<file path="config.mk">
export PLATFORM = sky130hd
export DESIGN_NAME = ifu_fetch
export DESIGN_NICKNAME = d
export VERILOG_FILES = /design/src/rtl/ifu_fetch_pkg.sv /design/src/rtl/ifu_fetch_sync_fifo.sv /design/src/rtl/ifu_fetch.sv
export SDC_FILE = /design/constraint.sdc
export NUM_CORES = 1
export LEC_CHECK = 0
export CAP_MARGIN = 20
export CORE_UTILIZATION = 49
export CTS_BUF_LIST = sky130_fd_sc_hd__clkbuf_4 sky130_fd_sc_hd__clkbuf_8
export DETAILED_ROUTE_END_ITERATION = 10
export GPL_TIMING_DRIVEN = 1
export PLACE_DENSITY_LB_ADDON = 0.3
export SLEW_MARGIN = 20
export SYNTH_ARGS = -nofsm -noshare
export SYNTH_HDL_FRONTEND = slang
export SYNTH_SLANG_ARGS = --single-unit
</file>
<file path="constraint.sdc">
create_clock -name clk -period 3.5 [get_ports clk]
set_clock_uncertainty 0.1 [all_clocks]
set_input_delay 0.525 -clock clk [delete_from_list [all_inputs] [get_ports clk]]
set_output_delay 0.525 -clock clk [all_outputs]
set_load 0.01 [all_outputs]
</file>
<file path="src/rtl/ifu_fetch_pkg.sv">
// Shared types and defaults for the instruction-fetch front end.
// Latency: n/a (declarations only).
// Backpressure: n/a.
package ifu_fetch_pkg;

   localparam int XLEN = 32;
   localparam int ILEN = 32;
   localparam int IFU_DEPTH = 2;
   localparam logic [XLEN-1:0] IFU_RESET_PC = 32'h0000_0000;

   // One entry of the instruction queue: the returned word and the PC it was fetched from.
   typedef struct packed {
      logic [ILEN-1:0] data;
      logic [XLEN-1:0] pc;
   } inst_ent_t;

   // Instructions are word aligned; the two low address bits carry no information.
   function automatic logic [XLEN-1:0] word_align(input logic [XLEN-1:0] addr);
      return {addr[XLEN-1:2], 2'b00};
   endfunction

endpackage

</file>
<file path="src/rtl/ifu_fetch_sync_fifo.sv">
// Synchronous FIFO with flush and occupancy count; head is read straight from the storage flops.
// Latency: a push is visible at the head the cycle after the push edge.
// Backpressure: pushes when full and pops when empty are ignored; flush wins over push/pop.
// Ports: clk/rst_n, flush, push/push_dat, pop, head_dat (current head), count (occupancy).
module ifu_fetch_sync_fifo #(
   parameter int WIDTH = 32,
   parameter int DEPTH = 2
) (
   input  logic                     clk,
   input  logic                     rst_n,
   input  logic                     flush,
   input  logic                     push,
   input  logic [WIDTH-1:0]         push_dat,
   input  logic                     pop,
   output logic [WIDTH-1:0]         head_dat,
   output logic [$clog2(DEPTH):0]   count
);

   localparam int AW = $clog2(DEPTH);
   localparam logic [AW:0] FULL_CNT = (AW+1)'(DEPTH);

   logic [WIDTH-1:0] mem_q [DEPTH];
   logic [WIDTH-1:0] mem_d [DEPTH];
   logic [AW-1:0]    wr_ptr_q, wr_ptr_d;
   logic [AW-1:0]    rd_ptr_q, rd_ptr_d;
   logic [AW:0]      cnt_q, cnt_d;
   logic             do_push, do_pop;

   always_comb begin
      mem_d    = mem_q;
      wr_ptr_d = wr_ptr_q;
      rd_ptr_d = rd_ptr_q;
      cnt_d    = cnt_q;
      do_push  = push && (cnt_q != FULL_CNT);
      do_pop   = pop && (cnt_q != '0);
      if (flush) begin
         wr_ptr_d = '0;
         rd_ptr_d = '0;
         cnt_d    = '0;
      end else begin
         if (do_push) begin
            mem_d[wr_ptr_q] = push_dat;
            wr_ptr_d        = wr_ptr_q + AW'(1);
         end
         if (do_pop) begin
            rd_ptr_d = rd_ptr_q + AW'(1);
         end
         cnt_d = cnt_q + (AW+1)'(do_push) - (AW+1)'(do_pop);
      end
   end

   always_ff @(posedge clk) begin
      if (!rst_n) begin
         mem_q    <= '{default: '0};
         wr_ptr_q <= '0;
         rd_ptr_q <= '0;
         cnt_q    <= '0;
      end else begin
         mem_q    <= mem_d;
         wr_ptr_q <= wr_ptr_d;
         rd_ptr_q <= rd_ptr_d;
         cnt_q    <= cnt_d;
      end
   end

   assign head_dat = mem_q[rd_ptr_q];
   assign count    = cnt_q;

endmodule

</file>
<file path="src/rtl/ifu_fetch.sv">
// Fetch front end: owns the PC, issues word fetches, pairs responses with their PC for decode.
// Latency: request at cycle N, 1-cycle memory response at N+1, inst_valid at N+2.
// Backpressure: requests issue only while in-flight + buffered < DEPTH; inst_ready stalls refill.
// Ports: redirect_* from execute, imem_req_*/imem_rsp_* to instruction memory, inst_* to decode.
module ifu_fetch
   import ifu_fetch_pkg::*;
#(
   parameter logic [31:0] RESET_PC = IFU_RESET_PC,
   parameter int          DEPTH    = IFU_DEPTH
) (
   input  logic        clk,
   input  logic        rst_n,
   input  logic        redirect_valid,
   input  logic [31:0] redirect_pc,
   output logic        imem_req_valid,
   input  logic        imem_req_ready,
   output logic [31:0] imem_req_addr,
   input  logic        imem_rsp_valid,
   input  logic [31:0] imem_rsp_data,
   output logic        inst_valid,
   input  logic        inst_ready,
   output logic [31:0] inst_data,
   output logic [31:0] inst_pc,
   output logic [31:0] inst_pc4
);

   localparam int CW = $clog2(DEPTH) + 1;
   localparam logic [CW:0] CREDIT_MAX = (CW+1)'(DEPTH);

   logic [31:0]   pc_q, pc_d;
   logic [CW-1:0] drop_cnt_q, drop_cnt_d;
   logic          run_q, run_d;

   logic [CW-1:0] infl_cnt, inst_cnt;
   logic [31:0]   infl_head_pc;
   inst_ent_t     inst_head;
   inst_ent_t     inst_push_ent;
   logic          req_hs, rsp_take, inst_push, inst_pop;

   // run_q holds issue off for the cycle in which reset is still being applied.
   assign imem_req_valid = run_q && (({1'b0, infl_cnt} + {1'b0, inst_cnt}) < CREDIT_MAX);
   assign imem_req_addr  = pc_q;
   assign req_hs         = imem_req_valid && imem_req_ready;

   // A response with nothing outstanding is a protocol error and is ignored here.
   assign rsp_take      = imem_rsp_valid && (infl_cnt != '0);
   assign inst_push     = rsp_take && (drop_cnt_q == '0);
   assign inst_push_ent = '{data: imem_rsp_data, pc: infl_head_pc};
   assign inst_pop      = inst_valid && inst_ready;

   always_comb begin
      pc_d       = pc_q;
      drop_cnt_d = drop_cnt_q;
      run_d      = 1'b1;
      if (redirect_valid) begin
         pc_d = word_align(redirect_pc);
         // Everything still outstanding after this edge belongs to the old path;
         // a same-cycle response is already gone, a same-cycle request is still out.
         drop_cnt_d = infl_cnt + CW'(req_hs) - CW'(rsp_take);
      end else begin
         if (req_hs) begin
            pc_d = pc_q + 32'd4;
         end
         if (rsp_take && (drop_cnt_q != '0)) begin
            drop_cnt_d = drop_cnt_q - CW'(1);
         end
      end
   end

   always_ff @(posedge clk) begin
      if (!rst_n) begin
         pc_q       <= RESET_PC;
         drop_cnt_q <= '0;
         run_q      <= 1'b0;
      end else begin
         pc_q       <= pc_d;
         drop_cnt_q <= drop_cnt_d;
         run_q      <= run_d;
      end
   end

   // In-flight PC queue: never flushed, stale entries drain through drop_cnt.
   ifu_fetch_sync_fifo #(
      .WIDTH (XLEN),
      .DEPTH (DEPTH)
   ) u_infl_q (
      .clk      (clk),
      .rst_n    (rst_n),
      .flush    (1'b0),
      .push     (req_hs),
      .push_dat (pc_q),
      .pop      (rsp_take),
      .head_dat (infl_head_pc),
      .count    (infl_cnt)
   );

   ifu_fetch_sync_fifo #(
      .WIDTH ($bits(inst_ent_t)),
      .DEPTH (DEPTH)
   ) u_inst_q (
      .clk      (clk),
      .rst_n    (rst_n),
      .flush    (redirect_valid),
      .push     (inst_push),
      .push_dat (inst_push_ent),
      .pop      (inst_pop),
      .head_dat (inst_head),
      .count    (inst_cnt)
   );

   // Outputs come from the queue storage flops; forced to zero while empty.
   assign inst_valid = (inst_cnt != '0);
   assign inst_data  = inst_valid ? inst_head.data : 32'd0;
   assign inst_pc    = inst_valid ? inst_head.pc : 32'd0;
   assign inst_pc4   = inst_valid ? (inst_head.pc + 32'd4) : 32'd0;

   a_rsp_has_req: assert property (@(posedge clk) disable iff (!rst_n)
      imem_rsp_valid |-> (infl_cnt != '0));

endmodule

</file>
Word level (Yosys, flattened, before mapping):

Cells that the tools add are included.
Widths: inputs -> output; s select.

* output and inout port bits: 130
* word-level logic and storage cells: 83
* input port bits: 70
* register bits after elaboration: 235

* reduce and logical (&&, ||, !) cells: 20
* magnitude comparators: 7
* eq/ne operators: 2
* muxes and demuxes: 20
* add/subtract/negate cells: 14
* bitwise logic cells: 6

Operators by type and width (count)
* $mux 32: 9
* $mux 64: 4
* $bwmux 128: 1
* $add 32x3->32 const B: 2
* $bwmux 64: 1
* $demux 64 s1: 1
* $demux 32 s1: 1
* $logic_and 1x1->1: 12
* $reduce_bool 2->1: 5
* $ge 2x2->1 const B: 4
* $not 1->2: 4
* $add 2x1->2: 3
* $sub 2x1->2: 3
* $add 1x1->1 const B: 4
* $lt 2x1->1 const B: 2
* $mux 2: 2
* $ne 2x2->1 const B: 2
* $add 2x2->3: 1
* $lt 3x2->1 const B: 1
* $logic_not 2->1: 1
* $not 1->1: 2
* $reduce_and 2->1: 1
* $reduce_or 2->1: 1
* $sub 2x1->2 const B: 1
* $mux 1: 1

Logic depth before layout (Yosys ltp):

Gate-level depths: netlist (run 1).

* depth after elaboration: 7
* depth in mapped cells: 12
* gate-level depth less buffers: 9

Modules after synthesis:

A second synthesis (run 1) with hierarchy kept.

* cell total of the unflattened synthesis: 1347
* area, all modules: 12099.1 um2

Modules (own cells, without submodules)
* ifu_fetch_sync_fifo (u_inst_q): seq. area each 2642.5 um2, instances 1, cells each 580, area an instance 5835.6 um2
* ifu_fetch: seq. area each 660.6 um2, instances 1, cells each 464, area an instance 3276.9 um2
* ifu_fetch_sync_fifo (u_infl_q): seq. area each 1361.3 um2, instances 1, cells each 303, area an instance 2986.6 um2

Least setup slack after synthesis (run 1):

Ideal clock, no wire load.

* path type: register -> output
* start: register u_inst_q.rd_ptr_q
* end: output port inst_pc4[30]
* path buffers: 5
* slack: -9 ps
* arrival: 2884 ps
* data required time: 2875 ps
* cell stages (with the launch flop): 13
* cells stage by stage: dfxtp_1 > buf_6 > buf_2 > buf_2 > buf_2 > buf_2 > nand2_1 > nand2_1 > ha_1 > o211a_1 > nand3_1 > o31a_1 > nor3_1

* word-level cells in the longest chain between the ends: 6

RTL lines
* start, declared: RTL line ifu_fetch_sync_fifo.sv:25 `logic [AW-1:0] rd_ptr_q, rd_ptr_d;`
* start signal, assigned: RTL line ifu_fetch_sync_fifo.sv:61 `rd_ptr_q <= rd_ptr_d;`
* $not 1->2 (not written as such): RTL line ifu_fetch_sync_fifo.sv:66 `assign head_dat = mem_q[rd_ptr_q];`
* $mux 64 (not written as such) (3 in series): RTL line ifu_fetch_sync_fifo.sv:66
* $add 32x3->32: RTL line ifu_fetch.sv:115 `assign inst_pc4 = inst_valid ? (inst_head.pc + 32'd4) : 32'd0;`
* $mux 32: RTL line ifu_fetch.sv:115
* end, declared: RTL line ifu_fetch.sv:24 `output logic [31:0] inst_pc4`

No other way between the ends. The select of a mux whose other input is x is not followed.

Worst setup path in the final report (run 1):

* start: register u_inst_q.rd_ptr_q
* end: output port inst_pc4[29]

Same word-level chain as after synthesis.

==> results of run 1 <==
[through the flow]
step,instances,setup TNS [ps]
after floorplan,1278,0
after global placement,1672,0
after detailed placement,1672,0
after CTS,1741,0
after global routing,1749,-218
final,1749,0
[per-layer routing]
metal / track usage, % / vias up / wire length, microns
li1: - / 4716 / -
met5: 0 / - / 0
met1: 33.4 / 4359 / 13300
met4: 6.63 / 0 / 466
met3: 4.19 / 44 / 1710
met2: 37.7 / 299 / 11900
[state kept, by name (all words and copies together) (netlist names)]
name	count
drop_cnt_q	2
u_inst_q.count	2
u_inst_q.mem_q	124
u_infl_q.rd_ptr_q	1
u_infl_q.count	2
u_infl_q.wr_ptr_q	1
u_infl_q.mem_q	60
u_inst_q.wr_ptr_q	1
u_inst_q.rd_ptr_q	1
imem_req_addr	30
run_q	1
[cell usage after synthesis (4+ instances only)]
library cell	count	share of area, %
a211oi_1	64	4.5
a21oi_1	98	4.6
and2_1	10	0.59
and3_1	6	0.35
and4_1	6	0.50
buf_2	14	0.66
buf_4	6	0.43
clkbuf_1	77	2.7
dfxtp_1	225	43
ha_1	7	0.83
inv_1	16	0.57
mux2i_1	148	14
nand2_1	165	5.8
nand3_1	22	1.0
nand4_1	14	0.83
nand4b_1	4	0.33
nor2_1	226	8.0
nor3_1	11	0.52
nor4_1	10	0.59
o21ai_0	32	1.5
o31ai_1	4	0.28
or3_1	4	0.24
xnor2_1	40	3.3
xor2_1	11	0.91
[power groups by stage]
stage                     Clock (W)  Sequential (W)  Combinational, W
after floorplan                   0         0.00291          0.000909
after global placement            0         0.00302           0.00122
after detailed placement          0         0.00302           0.00125
after CTS                   0.00242         0.00297           0.00126
after global routing        0.00254         0.00300           0.00140
final                       0.00238         0.00297           0.00127
[worst paths after layout]
kind                        end  depth (start not counted)  slack [ps]                from
max                inst_pc4[29]                          9          20   u_inst_q.rd_ptr_q
min          u_inst_q.mem_q[34]                          2         350  u_inst_q.mem_q[34]
max reg2reg  u_infl_q.mem_q[58]                         10         620   u_infl_q.count[0]
min reg2reg  u_inst_q.mem_q[34]                          2         350  u_inst_q.mem_q[34]
[timing repair]
| action | in CTS | in global routing |
|---|---|---|
| endpoints found under the setup margin | 18 | 8 |
| resized for setup | 31 | 19 |
| buffers inserted | 4 | 8 |
| pin swaps | 4 | 3 |
[critical path: cells and delay by family (launching register included)]
family | cells | cell delay, ps
AO/OA/AOI/OAI | 1 | 380
buffers and inverters | 4 | 660
flip-flops | 1 | 360
multiplexers | 1 | 320
AND/OR/NAND/NOR | 3 | 600
[final cells by class]
type | count | share of cell area, %
Tap cell | 275 | 2.51
Multi-Input combinational cell | 936 | 41.8
Clock inverter | 4 | 0.164
Sequential cell | 225 | 32.9
Timing Repair Buffer | 231 | 16.6
Clock buffer | 61 | 5.49
Inverter | 17 | 0.503
[cell families after synthesis]
| family | Yosys count | synth area share [%] |
|---|---|---|
| flops | 225 | 42.5 |
| fa+ha+maj | 8 | 1.02 |
| xor+xnor | 51 | 4.22 |
| other cells | 1 | 0.0354 |
| mux | 154 | 14.6 |
| buf+inv | 117 | 4.60 |
| compound gates | 219 | 12.6 |
| simple gates | 498 | 20.4 |
==> reports/summary.txt, run 1 <==
Leakage: 4.86 nW
Hold crit path type: reg2reg
Core area: 21100 sq um
Root buffer cell: clkbuf_8
Post-synthesis sequential area ratio: 42.5%
Setup violators final: 0
Final nets: 1527
Clk sinks: 225
Hold_ws: 354 ps
Post-Syn Area per Cell: 8.32 sq um
DR vias: 9418
Global route overflow: 0
Drt drc: 0
Worst-skew pair later-pin latency: 540 ps
CTS Buffer Depth: 3
EDFF count, synth: 0
Final period utilization: 99.5%
Iter 0 DRT Violations: 589
Synth cell types: 59
CP dominant cell by count: buf_12
Area Overhead vs Synth: 29.3%
Gate Count Post-Synth: 1273
Drt first pass iters: 4
FILL cells: 1817
Drt wl/cell: 15.6 microns
Register share of total power: 44.9%
Combinational share of power: 19.2%
Layout cells sized above 1: 9.23%
Commonest cells after routing, fill and taps aside: 224 x nor2_1, 223 x dfxtp_1, 170 x clkdlybuf4s50_1
P_int: 0.00468 W
DPL Wire Length: 17800 microns
Tmin final: 3480 ps
GP Congestion: 0.835
Outcome: completed
DIE WIDTH: 149 microns
Critical path class: reg2out
Reg clk slew, reported paths: 60 ps
Seq cells post-synth: 225
Total power: 0.00661 W
Critical Path Max Stage Delay: 380 ps
Tot GR Track Use: 23.9%
CP startpoint kind: flip-flop
Final worst setup slack: 19.2 ps
Yosys Warn Count: 0
Initial core utilization: 50.2%
Largest net degree at the start of global routing: 104
Setup slack at placement: 237 ps
Critical path arrival: 2860 ps
Full die area: 22200 sq um
Cts hold-fix bufs: 0
Worst vdd ir: 0.259 mV
H-tree depth: 2
Storage element area: 4510 sq um
FFs w/ async S/R, synth: 0%
Vias per Instance: 5.38
Vias in the first global route: 8699
Final hold violations: 0
Design Area, Final: 13700 sq um
Crit path max fanout: 14
CTS tree: done
Max_slew headroom: 30.9%
DRT antenna net count: 0
Switching part of the total: 29.2%
Std cell rows: 53
Multi-input combinational cell area: 5730 sq um
Worst-margin pin slew: 1040 ps
Most common cell after layout, fill and taps aside: nor2_1
CTS buffer count: 38
Max-slew violations: 0
RSZ-0062 raised after global routing: true
Mapped Area: 10600 sq um
Clk pwr share: 35.9%
Io pins: 200
CP endpoint kind: output pin
DP Area: 12700 sq um
Power per cell area: 483 nW/um^2
Most used DFF post-synth: dfxtp_1
Crit path cell chain: buf_12 > nand3b_1 > a222oi_1 > buf_4 > nand3_4 > buf_12 > nor4b_4 > mux2_4 > buf_2
Die height: 149 microns
Worst endpoint required time: 2870 ps
ANT cells: 0
P_sw: 0.00193 W
DRT Wirelength: 27300 microns
Initial antenna violation count: 0
CP max-delay cell: a222oi_1
Final Util: 64.9%
Max Fclk: 0.287 GHz
IO Port Bufs: 191
Max_cap viols: 0
Global-route wire length before repair: 43200 microns
Power figures use the tool's default switching activity.
==> run 2, diff against run 1 <==
--- a/config.mk
+++ b/config.mk
@@ -6,11 +6,13 @@
 export NUM_CORES = 1
 export LEC_CHECK = 0
 export CAP_MARGIN = 20
+export CORE_MARGIN = 5
 export CORE_UTILIZATION = 49
 export CTS_BUF_LIST = sky130_fd_sc_hd__clkbuf_4 sky130_fd_sc_hd__clkbuf_8
 export DETAILED_ROUTE_END_ITERATION = 10
 export GPL_TIMING_DRIVEN = 1
 export PLACE_DENSITY_LB_ADDON = 0.3
+export SKIP_LAST_GASP = 1
 export SLEW_MARGIN = 20
 export SYNTH_ARGS = -nofsm -noshare
 export SYNTH_HDL_FRONTEND = slang
==> run 2 against run 1 <==
  * First-iteration DRC count fell by 8.5%
  * Routed wire length up 4.4%
  * Fmax increased by 1.1%
  * Global-route usage is 2.0 points lower
  * Core utilization grew 0.29 points
  * Die area up 11%
  * Design area rose by 0.77%
  * Largest cell class unchanged
  * Worst setup slack better by 39 ps
  * Sequential share of layout area shrank 0.25 points
  * Critical path type unchanged
  * Critical path depth up 1
==> reports/summary.txt, run 2 (same netlist as run 1, synthesis figures left out) <==
Most congested layer reported by global routing: met2
CTS buffer count: 38
Worst-skew pair later-pin latency: 530 ps
Critical Path Max Stage Delay: 360 ps
Drt wl/cell: 16.2 microns
Cts hold-fix bufs: 0
IO Port Bufs: 191
Tot GR Track Use: 21.9%
Reg2reg path depth: 10
Vias in the first global route: 8951
Largest net degree at the start of global routing: 93
Leakage: 4.91 nW
Std cell rows: 53
Vias per Instance: 5.43
Commonest cells after routing, fill and taps aside: 224 x nor2_1, 223 x dfxtp_1, 173 x clkdlybuf4s50_1
CTS tree: done
Area Overhead vs Synth: 30.3%
Worst endpoint required time: 2870 ps
Reg clk slew, reported paths: 60 ps
Setup tns final: 0 ps
Critical path class: reg2out
Full die area: 24600 sq um
Tmin final: 3440 ps
GP Congestion: 0.827
ANT cells: 0
Max-slew violations: 0
Crit. Startpoint: u_inst_q.rd_ptr_q
CTS Buffer Depth: 3
Storage element area: 4510 sq um
Final Util: 65.2%
Die height: 157 microns
Setup violators final: 0
Global-route wire length before repair: 45000 microns
Clk sinks: 225
Final period utilization: 98.3%
DPL Wire Length: 19200 microns
Grt met3 use: 3.57%
Crit path max fanout: 5
Io pins: 200
Hold crit path type: reg2reg
Multi-input combinational cell area: 5760 sq um
CP endpoint: inst_pc4[26]
Reg2Reg Setup Slack: 600 ps
CP startpoint kind: flip-flop
CP max-delay cell: dfxtp_4
Max_slew headroom: 30.3%
Initial core utilization: 50.1%
Layout cells sized above 1: 9.61%
FILL cells: 1769
Max Fclk: 0.291 GHz
Global route overflow: 0
Final hold violations: 0
Iter 0 DRT Violations: 539
DRT antenna net count: 0
Worst r2r src: u_infl_q.count[0]
Critical path arrival: 2820 ps
Most common cell after layout, fill and taps aside: nor2_1
DIE WIDTH: 157 microns
Largest register by flop count: u_inst_q.mem_q
Initial antenna violation count: 0
Root buffer cell: clkbuf_8
CP endpoint kind: output pin
DRT Wirelength: 28500 microns
H-tree depth: 2
Max_cap viols: 0
Drt first pass iters: 5
Met1 usage: 31.4%
DR vias: 9524
Final nets: 1530
FF-to-FF End: u_infl_q.mem_q[61]
Power per cell area: 481 nW/um^2
RSZ-0062 raised after global routing: true
Max reg flops: 124
Outcome: completed
Routing usage on met2: 34.7%
Drt drc: 0
Crit path cell chain: buf_12 > nand2b_1 > nand2_1 > ha_2 > o211a_1 > nand3_2 > buf_4 > o31a_1 > nor3_1 > dlygate4sd2_1
Worst vdd ir: 0.281 mV
Core area: 21200 sq um
Worst-margin pin slew: 1050 ps
## run 2: timing repair
action	CTS	global route
buffers inserted	2	12
setup endpoints to repair	22	16
gates resized for setup	23	31
pin swaps	2	7
## run 2: how the worst min path moves through the flow
stage                        startpoint                   to  cells after the start
floorplan           u_inst_q.mem_q[100]  u_inst_q.mem_q[100]                      2
global placement     u_inst_q.mem_q[96]   u_inst_q.mem_q[96]                      2
detailed placement   u_inst_q.mem_q[96]   u_inst_q.mem_q[96]                      2
CTS                  u_inst_q.mem_q[96]   u_inst_q.mem_q[96]                      2
global route         u_inst_q.mem_q[38]   u_inst_q.mem_q[38]                      2
finish              u_inst_q.mem_q[115]  u_inst_q.mem_q[115]                      2
## run 2: per-layer routing
| layer | part of all wire, % | vias up |
|---|---|---|
| met4 | 1.5 | 0 |
| met2 | 45 | 277 |
| met5 | 0 | - |
| li1 | - | 4728 |
| met1 | 48 | 4482 |
| met3 | 6.0 | 37 |
## run 2: area by class of cell
class                      count  area share (%)
multi-input combinational    936            41.7
sequential                   225            32.7
timing repair buffer         234            16.9
clock buffer                  62            5.50
tap                          275            2.49
inverter                      17           0.499
clock inverter                 4           0.227
## run 2: per-stage QoR
| step | area, sq um | std cells | power (W) | hold WS (ps) | worst slack [ps] |
|---|---|---|---|---|---|
| after detailed placement | 12800 | 1673 | 0.00428 | 346 | 96.1 |
| after CTS | 13600 | 1741 | 0.00669 | 354 | -94.3 |
| after floorplan | 10600 | 1278 | 0.00382 | 336 | 65.7 |
| final | 13800 | 1753 | 0.00664 | 353 | 58.6 |
| after global routing | 13800 | 1753 | 0.00697 | 366 | -99.9 |
| after global placement | 12800 | 1673 | 0.00425 | 341 | 110 |
## run 2: worst max-delay path: cells and delay by family (launching register included)
kind | cells | cell delay (ps)
buffers and inverters | 3 | 640
AOI/OAI and AO/OA | 2 | 490
and+or+nand+nor | 4 | 580
adders and majority gates | 1 | 220
DFF | 1 | 360
## run 2: report_power, final
part           internal, W  switching, W  total (W)
clock              0.00137       0.00101    0.00239
combinational     0.000588      0.000691    0.00128
sequential         0.00274      0.000229    0.00297
==> run 3, diff against run 2 <==
--- a/config.mk
+++ b/config.mk
@@ -12,6 +12,7 @@
 export DETAILED_ROUTE_END_ITERATION = 10
 export GPL_TIMING_DRIVEN = 1
 export PLACE_DENSITY_LB_ADDON = 0.3
+export RECOVER_POWER = 25
 export SKIP_LAST_GASP = 1
 export SLEW_MARGIN = 20
 export SYNTH_ARGS = -nofsm -noshare
==> run 3 against run 2 <==
  * The run now ends with capacitance limit, slew limit left
  * Core utilization down 0.17 points
  * Global-route usage is the same
  * Die area unchanged
  * Largest cell class unchanged
  * Highest routed layer unchanged
==> reports/summary.txt, run 3 (same netlist as run 1, synthesis figures left out) <==
ANT cells: 0
Critical path class: reg2out
Final Util: 65.1%
CP max-delay cell: dfxtp_4
Hold wc startpoint: u_inst_q.mem_q[52]
Io pins: 200
Hold crit path type: reg2reg
Max_cap viols: 1
IO Port Bufs: 191
Worst-skew pair later-pin latency: 530 ps
FF-to-FF End: u_infl_q.mem_q[61]
Largest register by flop count: u_inst_q.mem_q
P_sw: 0.00193 W
Cts hold-fix bufs: 0
Drt wl/cell: 16.2 microns
Critical path arrival: 2810 ps
H-tree depth: 2
Worst-margin pin slew: 1500 ps
Global-route wire length before repair: 45000 microns
Switching part of the total: 29.1%
CP startpoint kind: flip-flop
Critical Path Max Stage Delay: 360 ps
Layout cells sized above 1: 9.54%
Max reg flops: 124
Max Fclk: 0.291 GHz
Worst hold stages: 2
DIE WIDTH: 157 microns
Drt drc: 0
Crit path cell chain: buf_12 > nand2b_1 > nand2_1 > ha_2 > o211a_1 > nand3_2 > buf_4 > o31a_1 > nor3_1 > dlygate4sd2_1
CP top delay family: buffers and inverters
Vias per Instance: 5.44
Max_slew headroom: -0.466%
Full die area: 24600 sq um
Crit path max fanout: 5
Crit path buf inv count: 3
CTS tree: done
Root buffer cell: clkbuf_8
Std cell rows: 53
Leakage: 4.93 nW
Combinational share of power: 19.1%
Commonest cells after routing, fill and taps aside: 224 x nor2_1, 223 x dfxtp_1, 163 x nand2_1
WHS Endpoint: u_inst_q.mem_q[52]
Iter 0 DRT Violations: 509
Vias in the first global route: 8951
RSZ-0062 raised after global routing: true
Register share of total power: 44.9%
Max-slew violations: 1
DRT Wirelength: 28400 microns
Area Overhead vs Synth: 30.0%
Worst endpoint required time: 2870 ps
Clk sinks: 225
DRT antenna net count: 0
Initial core utilization: 50.1%
Final nets: 1530
GP Congestion: 0.827
Clk pwr share: 36.0%
Die height: 157 microns
Reg2Reg Setup Slack: 560 ps
Final period utilization: 98.2%
Worst vdd ir: 0.283 mV
CTS Buffer Depth: 3
Power per cell area: 481 nW/um^2
Tmin final: 3440 ps
Design Area, Final: 13800 sq um
Largest net degree at the start of global routing: 93
Setup tns final: 0 ps
Outcome: finished with violations
Reg clk slew, reported paths: 60 ps
Core area: 21200 sq um
DP Area: 12800 sq um
DPL Wire Length: 19200 microns
Worst r2r src: u_infl_q.count[0]
Setup violators final: 0
CP endpoint kind: output pin
Initial antenna violation count: 0
Drt first pass iters: 6
CTS buffer count: 38
DR vias: 9534
P_int: 0.00469 W
Most common cell after layout, fill and taps aside: nor2_1
Final hold violations: 0
Tot GR Track Use: 21.9%
Violated checks: capacitance limit, slew limit
Global route overflow: 0
Fin cells: 1753
Reg2reg path depth: 10
Post-placement cell count: 1673
==> run 3: cell types whose count changed in the layout (fill, tap and decap cells not counted), sizes merged <==
cell,before,now
clkdlybuf4s50,173,152
dlygate4sd3,0,21
buf,43,39
clkbuf,65,69
clkinvlp,0,1
inv,19,18
==> run 3: power groups by stage <==
stage,Clock (W),Sequential [W],Combinational [W]
after floorplan,0,0.00291,0.000909
after global placement,0,0.00302,0.00124
after detailed placement,0,0.00302,0.00126
after CTS,0.00245,0.00297,0.00127
after global routing,0.00257,0.00300,0.00139
final,0.00239,0.00297,0.00126
==> run 3: worst min-delay path, cell delays in order (launching register included) <==
cell and delay, ps:
dfxtp_1 310, nand2_1 50, a21oi_1 50
==> run 3: how the worst max path moves through the flow <==
stage,endpoint,slack (ps),start,depth (start not counted)
3_3_place_gp,inst_pc4[29],110,u_inst_q.rd_ptr_q,7
4_1_cts,inst_pc4[24],-90,u_inst_q.rd_ptr_q,8
6_report,inst_pc4[26],60,u_inst_q.rd_ptr_q,10
2_1_floorplan,inst_pc4[30],70,u_inst_q.rd_ptr_q,12
3_5_place_dp,inst_pc4[29],100,u_inst_q.rd_ptr_q,7
5_1_grt,inst_pc4[26],-100,u_inst_q.rd_ptr_q,10
==> run 3: layout make-up <==
cell class	instances	area, sq um
well taps	275	344
fillers	1776	7390
repair buffers	234	2300
clock inverters	4	31.3
inverters	17	65.1
flip-flops and latches	225	4510
clock buffers	62	759
multi-input cells	936	5760
==> run 3: what timing repair did <==
item / CTS / global route
resized for setup: 23 / 31
buffers inserted: 2 / 12
cloned: 0 / 0
endpoints found under the setup margin: 22 / 16
pin swaps: 2 / 7
==> run 3: metrics by stage <==
| stage | hold slack [ps] | worst slack, ps | total power, W |
|---|---|---|---|
| after floorplan | 336 | 65.7 | 0.00382 |
| after global placement | 341 | 110 | 0.00425 |
| after detailed placement | 346 | 96.1 | 0.00428 |
| after CTS | 354 | -94.3 | 0.00669 |
| after global routing | 366 | -99.9 | 0.00696 |
| final | 353 | 63.5 | 0.00662 |
==> run 3: per-layer routing <==
layer,up-vias,share of wire [%],global-route usage [%]
met4,0,1.5,5.50
li1,4720,-,-
met5,-,0,0
met3,37,6.7,3.57
met2,313,45,34.7
met1,4464,47,31.4
